===== src/rtl/dma_xfer_sequencer_pkg.sv =====
// Shared types and default sizes for the DMA transfer sequencer.
// The state, mode and transfer-type encodings used by the FSM and its decode logic.
package dma_xfer_sequencer_pkg;

  localparam int DMA_NCH    = 4;
  localparam int DMA_ADDR_W = 16;
  localparam int DMA_CNT_W  = 16;

  typedef enum logic [2:0] {SI, S0, S1, S2, S3, S4, SC} xfer_state_t;

  typedef enum logic [1:0] {
    DEMAND  = 2'b00,
    SINGLE  = 2'b01,
    BLOCK   = 2'b10,
    CASCADE = 2'b11
  } mode_t;

  // 2'b11 is an illegal type in the mode register and behaves as verify.
  typedef enum logic [1:0] {
    VERIFY  = 2'b00,
    WRITE   = 2'b01,
    READ    = 2'b10,
    ILLEGAL = 2'b11
  } xfer_t;

endpackage


===== src/rtl/dma_xfer_sequencer_if.sv =====
// Arbiter, register-file and CPU bus signals of the DMA transfer sequencer.
// master = sequencer side, slave = surrounding arbiter/register file/bus side.
interface dma_xfer_sequencer_if
  import dma_xfer_sequencer_pkg::*;
#(
  parameter int ADDR_W = DMA_ADDR_W,
  parameter int CNT_W  = DMA_CNT_W,
  parameter int NCH    = DMA_NCH
);
  localparam int CH_W = $clog2(NCH);

  logic              req_valid;
  logic [CH_W-1:0]   req_ch;
  logic [1:0]        mode;
  logic [1:0]        xfer_type;
  logic              addr_dec;
  logic              autoinit;
  logic              dreq_active;
  logic [ADDR_W-1:0] cur_addr;
  logic [CNT_W-1:0]  cur_cnt;
  logic [ADDR_W-1:0] base_addr;
  logic [CNT_W-1:0]  base_cnt;
  logic              HLDA;
  logic              EOP_N_in;

  logic              HRQ;
  logic              dack_valid;
  logic [CH_W-1:0]   dack_ch;
  logic [ADDR_W-1:0] ADDR;
  logic              ADSTB;
  logic              MEMR_N;
  logic              MEMW_N;
  logic              IOR_N;
  logic              IOW_N;
  logic              EOP_N_out;
  logic              upd_en;
  logic [ADDR_W-1:0] upd_addr;
  logic [CNT_W-1:0]  upd_cnt;
  logic [NCH-1:0]    tc_set;
  logic [NCH-1:0]    mask_set;
  logic              busy;

  modport master (
    input  req_valid, req_ch, mode, xfer_type, addr_dec, autoinit, dreq_active,
           cur_addr, cur_cnt, base_addr, base_cnt, HLDA, EOP_N_in,
    output HRQ, dack_valid, dack_ch, ADDR, ADSTB, MEMR_N, MEMW_N, IOR_N, IOW_N,
           EOP_N_out, upd_en, upd_addr, upd_cnt, tc_set, mask_set, busy
  );

  modport slave (
    output req_valid, req_ch, mode, xfer_type, addr_dec, autoinit, dreq_active,
           cur_addr, cur_cnt, base_addr, base_cnt, HLDA, EOP_N_in,
    input  HRQ, dack_valid, dack_ch, ADDR, ADSTB, MEMR_N, MEMW_N, IOR_N, IOW_N,
           EOP_N_out, upd_en, upd_addr, upd_cnt, tc_set, mask_set, busy
  );

endinterface


===== src/rtl/dma_xfer_sequencer_addr_cnt_step.sv =====
// Combinational next address/count for one transfer, with autoinit reload and TC detect.
// Zero latency; both address and count wrap modulo their width.
module dma_xfer_sequencer_addr_cnt_step #(
  parameter int ADDR_W = 16,
  parameter int CNT_W  = 16
) (
  input  logic [ADDR_W-1:0] addr_i,
  input  logic [CNT_W-1:0]  cnt_i,
  input  logic              dec_i,
  input  logic              reload_i,
  input  logic [ADDR_W-1:0] base_addr_i,
  input  logic [CNT_W-1:0]  base_cnt_i,
  output logic [ADDR_W-1:0] addr_o,
  output logic [CNT_W-1:0]  cnt_o,
  output logic              tc_o
);

  always_comb begin
    tc_o   = (cnt_i == '0);
    addr_o = dec_i ? (addr_i - ADDR_W'(1)) : (addr_i + ADDR_W'(1));
    cnt_o  = cnt_i - CNT_W'(1);
    if (reload_i) begin
      addr_o = base_addr_i;
      cnt_o  = base_cnt_i;
    end
  end

endmodule


===== src/rtl/dma_xfer_sequencer.sv =====
// 8237-style transfer sequencer: HRQ/HLDA handshake, SI->S0->S1..S4 timing, write-back pulses.
// HRQ 1 clk after req_valid, ADSTB 1 clk after HLDA, 4 clk per transfer; HLDA low stalls in S0.
module dma_xfer_sequencer
  import dma_xfer_sequencer_pkg::*;
#(
  parameter int ADDR_W = DMA_ADDR_W,
  parameter int CNT_W  = DMA_CNT_W,
  parameter int NCH    = DMA_NCH
) (
  input  logic                   CLK,
  input  logic                   RESET_N,
  dma_xfer_sequencer_if.master   bus
);

  localparam int CH_W = $clog2(NCH);

  xfer_state_t     state_q, state_d;
  logic [CH_W-1:0] ch_q, ch_d;
  mode_t           mode_q, mode_d;
  xfer_t           type_q, type_d;
  logic            dec_q, dec_d;
  logic            auto_q, auto_d;
  logic            eop_q, eop_d;

  logic [ADDR_W-1:0] nxt_addr;
  logic [CNT_W-1:0]  nxt_cnt;
  logic              tc;
  logic              end_xfer;
  logic              rd_phase;
  logic              wr_phase;

  assign end_xfer = (state_q == S4) && (tc || eop_q);
  assign rd_phase = (state_q == S2) || (state_q == S3);
  assign wr_phase = (state_q == S3);

  dma_xfer_sequencer_addr_cnt_step #(
    .ADDR_W (ADDR_W),
    .CNT_W  (CNT_W)
  ) u_step (
    .addr_i      (bus.cur_addr),
    .cnt_i       (bus.cur_cnt),
    .dec_i       (dec_q),
    .reload_i    (end_xfer && auto_q),
    .base_addr_i (bus.base_addr),
    .base_cnt_i  (bus.base_cnt),
    .addr_o      (nxt_addr),
    .cnt_o       (nxt_cnt),
    .tc_o        (tc)
  );

  always_ff @(posedge CLK or negedge RESET_N) begin
    if (!RESET_N) begin
      state_q <= SI;
      ch_q    <= '0;
      mode_q  <= DEMAND;
      type_q  <= VERIFY;
      dec_q   <= 1'b0;
      auto_q  <= 1'b0;
      eop_q   <= 1'b0;
    end else begin
      state_q <= state_d;
      ch_q    <= ch_d;
      mode_q  <= mode_d;
      type_q  <= type_d;
      dec_q   <= dec_d;
      auto_q  <= auto_d;
      eop_q   <= eop_d;
    end
  end

  always_comb begin
    state_d = state_q;
    ch_d    = ch_q;
    mode_d  = mode_q;
    type_d  = type_q;
    dec_d   = dec_q;
    auto_d  = auto_q;
    eop_d   = eop_q;
    case (state_q)
      SI: begin
        eop_d = 1'b0;
        // Channel and mode are captured only here and frozen until the next SI.
        if (bus.req_valid) begin
          state_d = S0;
          ch_d    = bus.req_ch;
          mode_d  = mode_t'(bus.mode);
          type_d  = xfer_t'(bus.xfer_type);
          dec_d   = bus.addr_dec;
          auto_d  = bus.autoinit;
        end
      end
      S0: begin
        if (bus.HLDA) begin
          state_d = (mode_q == CASCADE) ? SC : S1;
        end else if (!bus.req_valid) begin
          state_d = SI;
        end
      end
      SC: if (!bus.dreq_active) state_d = SI;
      S1: state_d = S2;
      S2: begin
        state_d = S3;
        if (!bus.EOP_N_in) eop_d = 1'b1;
      end
      S3: begin
        state_d = S4;
        if (!bus.EOP_N_in) eop_d = 1'b1;
      end
      S4: begin
        if (end_xfer || !bus.HLDA) begin
          state_d = SI;
        end else begin
          case (mode_q)
            BLOCK:   state_d = S1;
            DEMAND:  state_d = bus.dreq_active ? S1 : SI;
            default: state_d = SI;
          endcase
        end
      end
      default: state_d = SI;
    endcase
  end

  always_comb begin
    bus.HRQ        = (state_q != SI);
    bus.busy       = (state_q != SI);
    bus.dack_valid = (state_q inside {S1, S2, S3, S4, SC});
    bus.dack_ch    = ch_q;
    bus.ADSTB      = (state_q == S1);
    bus.ADDR       = '0;
    bus.MEMR_N     = 1'b1;
    bus.MEMW_N     = 1'b1;
    bus.IOR_N      = 1'b1;
    bus.IOW_N      = 1'b1;
    bus.EOP_N_out  = 1'b1;
    bus.upd_en     = 1'b0;
    bus.upd_addr   = nxt_addr;
    bus.upd_cnt    = nxt_cnt;
    bus.tc_set     = '0;
    bus.mask_set   = '0;
    if (state_q inside {S1, S2, S3, S4}) bus.ADDR = bus.cur_addr;
    case (type_q)
      WRITE: begin
        bus.IOR_N  = !rd_phase;
        bus.MEMW_N = !wr_phase;
      end
      READ: begin
        bus.MEMR_N = !rd_phase;
        bus.IOW_N  = !wr_phase;
      end
      default: ;
    endcase
    if (state_q == S4) begin
      bus.upd_en = 1'b1;
      if (end_xfer) begin
        bus.EOP_N_out = 1'b0;
        if (tc) bus.tc_set[ch_q] = 1'b1;
        if (!auto_q) bus.mask_set[ch_q] = 1'b1;
      end
    end
  end

endmodule


===== src/flat_wrapper.sv =====
// flat-port wrapper written by rule: the top's interface ports become plain ports
module dma_xfer_sequencer_flat import dma_xfer_sequencer_pkg::*;
#(
  parameter int ADDR_W = DMA_ADDR_W,
  parameter int CNT_W  = DMA_CNT_W,
  parameter int NCH    = DMA_NCH
)
  (CLK, RESET_N, bus_req_valid, bus_req_ch, bus_mode, bus_xfer_type, bus_addr_dec, bus_autoinit, bus_dreq_active, bus_cur_addr, bus_cur_cnt, bus_base_addr, bus_base_cnt, bus_HLDA, bus_EOP_N_in, bus_HRQ, bus_dack_valid, bus_dack_ch, bus_ADDR, bus_ADSTB, bus_MEMR_N, bus_MEMW_N, bus_IOR_N, bus_IOW_N, bus_EOP_N_out, bus_upd_en, bus_upd_addr, bus_upd_cnt, bus_tc_set, bus_mask_set, bus_busy);
  dma_xfer_sequencer_if #(.ADDR_W(ADDR_W), .CNT_W(CNT_W), .NCH(NCH)) bus_i ();
  input  logic CLK;
  input  logic RESET_N;
  input wire logic [$bits(bus_i.req_valid)-1:0] bus_req_valid;
  input wire logic [$bits(bus_i.req_ch)-1:0] bus_req_ch;
  input wire logic [$bits(bus_i.mode)-1:0] bus_mode;
  input wire logic [$bits(bus_i.xfer_type)-1:0] bus_xfer_type;
  input wire logic [$bits(bus_i.addr_dec)-1:0] bus_addr_dec;
  input wire logic [$bits(bus_i.autoinit)-1:0] bus_autoinit;
  input wire logic [$bits(bus_i.dreq_active)-1:0] bus_dreq_active;
  input wire logic [$bits(bus_i.cur_addr)-1:0] bus_cur_addr;
  input wire logic [$bits(bus_i.cur_cnt)-1:0] bus_cur_cnt;
  input wire logic [$bits(bus_i.base_addr)-1:0] bus_base_addr;
  input wire logic [$bits(bus_i.base_cnt)-1:0] bus_base_cnt;
  input wire logic [$bits(bus_i.HLDA)-1:0] bus_HLDA;
  input wire logic [$bits(bus_i.EOP_N_in)-1:0] bus_EOP_N_in;
  output wire logic [$bits(bus_i.HRQ)-1:0] bus_HRQ;
  output wire logic [$bits(bus_i.dack_valid)-1:0] bus_dack_valid;
  output wire logic [$bits(bus_i.dack_ch)-1:0] bus_dack_ch;
  output wire logic [$bits(bus_i.ADDR)-1:0] bus_ADDR;
  output wire logic [$bits(bus_i.ADSTB)-1:0] bus_ADSTB;
  output wire logic [$bits(bus_i.MEMR_N)-1:0] bus_MEMR_N;
  output wire logic [$bits(bus_i.MEMW_N)-1:0] bus_MEMW_N;
  output wire logic [$bits(bus_i.IOR_N)-1:0] bus_IOR_N;
  output wire logic [$bits(bus_i.IOW_N)-1:0] bus_IOW_N;
  output wire logic [$bits(bus_i.EOP_N_out)-1:0] bus_EOP_N_out;
  output wire logic [$bits(bus_i.upd_en)-1:0] bus_upd_en;
  output wire logic [$bits(bus_i.upd_addr)-1:0] bus_upd_addr;
  output wire logic [$bits(bus_i.upd_cnt)-1:0] bus_upd_cnt;
  output wire logic [$bits(bus_i.tc_set)-1:0] bus_tc_set;
  output wire logic [$bits(bus_i.mask_set)-1:0] bus_mask_set;
  output wire logic [$bits(bus_i.busy)-1:0] bus_busy;
  assign bus_i.req_valid = bus_req_valid;
  assign bus_i.req_ch = bus_req_ch;
  assign bus_i.mode = bus_mode;
  assign bus_i.xfer_type = bus_xfer_type;
  assign bus_i.addr_dec = bus_addr_dec;
  assign bus_i.autoinit = bus_autoinit;
  assign bus_i.dreq_active = bus_dreq_active;
  assign bus_i.cur_addr = bus_cur_addr;
  assign bus_i.cur_cnt = bus_cur_cnt;
  assign bus_i.base_addr = bus_base_addr;
  assign bus_i.base_cnt = bus_base_cnt;
  assign bus_i.HLDA = bus_HLDA;
  assign bus_i.EOP_N_in = bus_EOP_N_in;
  assign bus_HRQ = bus_i.HRQ;
  assign bus_dack_valid = bus_i.dack_valid;
  assign bus_dack_ch = bus_i.dack_ch;
  assign bus_ADDR = bus_i.ADDR;
  assign bus_ADSTB = bus_i.ADSTB;
  assign bus_MEMR_N = bus_i.MEMR_N;
  assign bus_MEMW_N = bus_i.MEMW_N;
  assign bus_IOR_N = bus_i.IOR_N;
  assign bus_IOW_N = bus_i.IOW_N;
  assign bus_EOP_N_out = bus_i.EOP_N_out;
  assign bus_upd_en = bus_i.upd_en;
  assign bus_upd_addr = bus_i.upd_addr;
  assign bus_upd_cnt = bus_i.upd_cnt;
  assign bus_tc_set = bus_i.tc_set;
  assign bus_mask_set = bus_i.mask_set;
  assign bus_busy = bus_i.busy;
  dma_xfer_sequencer #(.ADDR_W(ADDR_W), .CNT_W(CNT_W), .NCH(NCH)) u_core (.CLK(CLK), .RESET_N(RESET_N), .bus(bus_i));
endmodule

===== config.mk =====
export PLATFORM = sky130hd
export DESIGN_NAME = dma_xfer_sequencer_flat
export DESIGN_NICKNAME = d
export VERILOG_FILES = /design/src/rtl/dma_xfer_sequencer_pkg.sv /design/src/rtl/dma_xfer_sequencer_if.sv /design/src/rtl/dma_xfer_sequencer_addr_cnt_step.sv /design/src/rtl/dma_xfer_sequencer.sv /design/src/flat_wrapper.sv
export SDC_FILE = /design/constraint.sdc
export NUM_CORES = 1
export LEC_CHECK = 0
export ABC_AREA = 0
export BUFFER_PORTS_ARGS = -buffer_cell sky130_fd_sc_hd__clkbuf_2
export CAP_MARGIN = 30
export CORE_MARGIN = 1
export CORE_UTILIZATION = 30
export DETAILED_ROUTE_END_ITERATION = 16
export PLACE_DENSITY = 0.6
export SETUP_SLACK_MARGIN = 0.05
export SLEW_MARGIN = 20
export SYNTH_ARGS = -nofsm -noshare
export SYNTH_HDL_FRONTEND = slang
export SYNTH_HIERARCHICAL = 1
export SYNTH_SLANG_ARGS = --single-unit

===== constraint.sdc =====
create_clock -name CLK -period 15.1 [get_ports CLK]
set_input_delay 4.53 -clock CLK [delete_from_list [all_inputs] [get_ports CLK]]
set_output_delay 4.53 -clock CLK [all_outputs]
set_load 0.01 [all_outputs]

==> key figures <==
Worst hold path
  – Hold Path Depth: 1
  – Min-Delay Path Class: reg2reg
  – Worst Hold Path EP: u_core/auto_q
  – Critical hold path startpoint: u_core/auto_q

Power and ir drop
  – Leakage power: 1.45 nW
  – Pwr Density: about 180 nW/um^2
  – Peak VDD IR: 0.100 mV

Setup path
  – CP top delay family: simple AND/OR/NAND/NOR gates
  – Critical path endpoint category: primary output
  – Crit path largest cell delay: around 450 ps
  – Critical-path top delay cell: nor2_4
  – R2R Setup Slk: 13,300 ps
  – Required @ worst endpoint: approximately 11,000 ps
  – CP arrival: about 7600 ps
  – CP Max Fanout: 38
  – Bufs and invs on worst path: 4
  – WS Path Type: in2out
  – Launching point of the worst reg2reg path: u_core/state_q[1]
  – Critical Path Source Type: input port
  – CP dominant cell by count: clkbuf_2
  – Crit path cell chain: clkbuf_2, or3_4, or4_4, nor3_1, o21ai_0, nor2_4, buf_16, inv_1, and2_1, mux2i_1, nand3_1, clkbuf_2
  – Cell count of the worst reg-to-reg path: 3
  – FF-to-FF End: u_core/bus.dack_ch[0]

Timing
  – Final setup viols: 0
  – Highest Clock Rate: ~82 MHz
  – Tmin final: ~12,000 ps
  – Slew headroom: 0.569
  – Setup ws final: between 2000 and 3000 ps
  – Worst Max-Slew Pin Slew: about 650 ps
  – Setup TNS: 0 ps
  – Crit share post-route: 0.804
  – Worst Skew: between 2 and 2.5 ps
  – RSZ-0062 raised after global routing: no
  – Final Hold Fails: 0
  – Hold_ws: 526 ps
  – Final Max Slew Viols: 0

Yosys
  – Synth cell types: 55
  – Mapped Area: 2240 sq um
  – FFs w/ async S/R, synth: 1.00
  – Post-synth top flop: dfrtp_1
  – Leading area contributor after synthesis: dfrtp_1
  – Syn_area_per_cell: roughly 7 sq um
  – #FFs+latches synth: 12
  – Post-Syn Nets: roughly 410
  – Ranking of synthesized cells by area: dfrtp_1 13%, ha_1 9.5%, nand2_1 7.7%, o21ai_0 7.6%, and2_1 5.0%
  – Post-synthesis sequential area ratio: 0.134
  – YS warnings: 6
  – Yosys top cell area share: 0.134
  – Synth Instances: about 320
  – EDFF count, synth: 0

CTS
  – Cts bufs inserted: 3
  – Clk root buf: clkbuf_8
  – Hold_buf cts: 0
  – Post-CTS Setup Bufs: 0
  – Clk_lat worst skew: 230 ps
  – Max Buffers Root-to-Sink: 2
  – CTS tree: yes
  – Post-cts resize count: 0
  – CTS HTree Levels: 1
  – Sink Count: 12
  – Worst-path clk slew: around 50 ps

Layout
  – Commonest non-fill, non-tap cells in the layout: 145 x clkbuf_2, 46 x nand2_1, 34 x o21ai_0, 22 x nor2_1, 18 x and2_1
  – Commonest non-fill, non-tap cell in the layout: clkbuf_2
  – P&R area growth vs syn: 38.3%
  – Final Instance Area: between 3000 and 4000 sq um
  – Antenna diodes: 0
  – Nets: approximately 550
  – Finished Core Util: 0.427
  – Layout cells sized above 1: 0.378

Global route
  – Grt ovf: 0
  – Initial antenna violation count: 0
  – GRT Total Usage: 0.166
  – Largest net degree at the start of global routing: 39
  – Vias in the first global route: 2,312
  – First-pass GRT wire length: about 11,000 um

Place
  – GPL Wtd Cong: 0.855
  – DPL Wire Length: between 5000 and 6000 um
  – Placement Setup Slack: approximately 2900 ps
  – Placed cell area: just over 3000 sq um
  – Port Buffer Count: between 100 and 150

Detailed routing
  – DR pass1 iterations: 6
  – Starting DRT DRC Count: a little over 80
  – DR WL/cell: approximately 13 um
  – Vias: 2,706
  – Total Routed Length: about 6900 um
  – Via-to-Cell Ratio: a little under 5
  – DRT antenna net count: 0
  – # DRC: 0

Floorplan
  – IO Pins: 146
  – Die area: between 7000 and 8000 sq um
  – Die Span X: roughly 90 um
  – Die Span Y: between 80 and 90 um
  – CORE AREA: a little over 7000 sq um
  – Initial core utilization: 0.309
  – Num rows: 31

Flow run
  – Max cap viols: 0

Run status
  – Status: complete, no violations
## how the worst max path moves through the flow
| stage | start | to | slack [ps] | cells past startpoint |
|---|---|---|---|---|
| detailed placement | bus_cur_cnt[10] | bus_upd_addr[15] | 2940 | 12 |
| CTS | bus_cur_cnt[10] | bus_upd_addr[15] | 2930 | 12 |
| finish | bus_cur_cnt[10] | bus_upd_addr[15] | 2950 | 12 |
| global placement | bus_cur_cnt[10] | bus_upd_addr[15] | 2620 | 11 |
| floorplan | bus_cur_cnt[10] | bus_upd_addr[10] | 3580 | 9 |
| global route | bus_cur_cnt[8] | bus_upd_addr[15] | 2620 | 12 |
## report_power, final
| part | total [mW] | leakage [nW] | switching, mW | internal, mW |
|---|---|---|---|---|
| combinational | 0.439 | 1.28 | 0.245 | 0.193 |
| sequential | 0.0788 | 0.146 | 0.0307 | 0.0482 |
| clock | 0.0338 | 0.0288 | 0.0108 | 0.0229 |
## metrics by stage
| step | instances | power [mW] |
|---|---|---|
| after floorplan | 317 | 0.376 |
| after global placement | 544 | 0.514 |
| after detailed placement | 545 | 0.519 |
| after CTS | 549 | 0.555 |
| after global routing | 549 | 0.610 |
| final | 549 | 0.552 |
## routing by layer
| layer | global-route usage | share of wire | wire, um | up-vias |
|---|---|---|---|---|
| met2 | 0.304 | 0.48 | 3330 | 99 |
| li1 | - | - | - | 1419 |
| met1 | 0.220 | 0.47 | 3250 | 1188 |
| met5 | 0 | 0 | 0 | - |
| met3 | 0.0140 | 0.052 | 358 | 0 |
| met4 | 0.0132 | 0 | 0 | 0 |
## sequential cells by signal (all words and copies together), names as in the netlist
| signal | flops |
|---|---|
| u_core/auto_q | 1 |
| u_core/bus.dack_ch | 2 |
| u_core/dec_q | 1 |
| u_core/eop_q | 1 |
| u_core/mode_q | 2 |
| u_core/state_q | 3 |
| u_core/type_q | 2 |
## cells by family after synthesis
| family | synth area share |
|---|---|
| AO/OA/AOI/OAI | 0.253 |
| XOR/XNOR | 0.0899 |
| adder cells (fa/ha/maj) | 0.104 |
| buffers and inverters | 0.0514 |
| flip-flops | 0.134 |
| multiplexers | 0.0592 |
| AND/OR/NAND/NOR | 0.309 |
## final cells by class
| class | instances | area, sq um |
|---|---|---|
| Tap cell | 99 | 124 |
| Timing Repair Buffer | 146 | 753 |
| Clock buffer | 4 | 55.1 |
| Sequential cell | 12 | 300 |
| Inverter | 9 | 33.8 |
| Multi-Input combinational cell | 279 | 1830 |
| Fill cell | 769 | 4160 |
## cell usage after synthesis (all sizes together) (8+ instances only)
| cell | count |
|---|---|
| xnor2 | 12 |
| a21oi | 13 |
| clkbuf | 8 |
| xor2 | 11 |
| nor3 | 11 |
| inv | 9 |
| and2 | 18 |
| mux2 | 10 |
| o21ai | 35 |
| nor2 | 23 |
| ha | 17 |
| nand3 | 10 |
| dfrtp | 12 |
| nand2 | 46 |
| buf | 9 |
No activity file was read; power rests on OpenSTA's default activity.
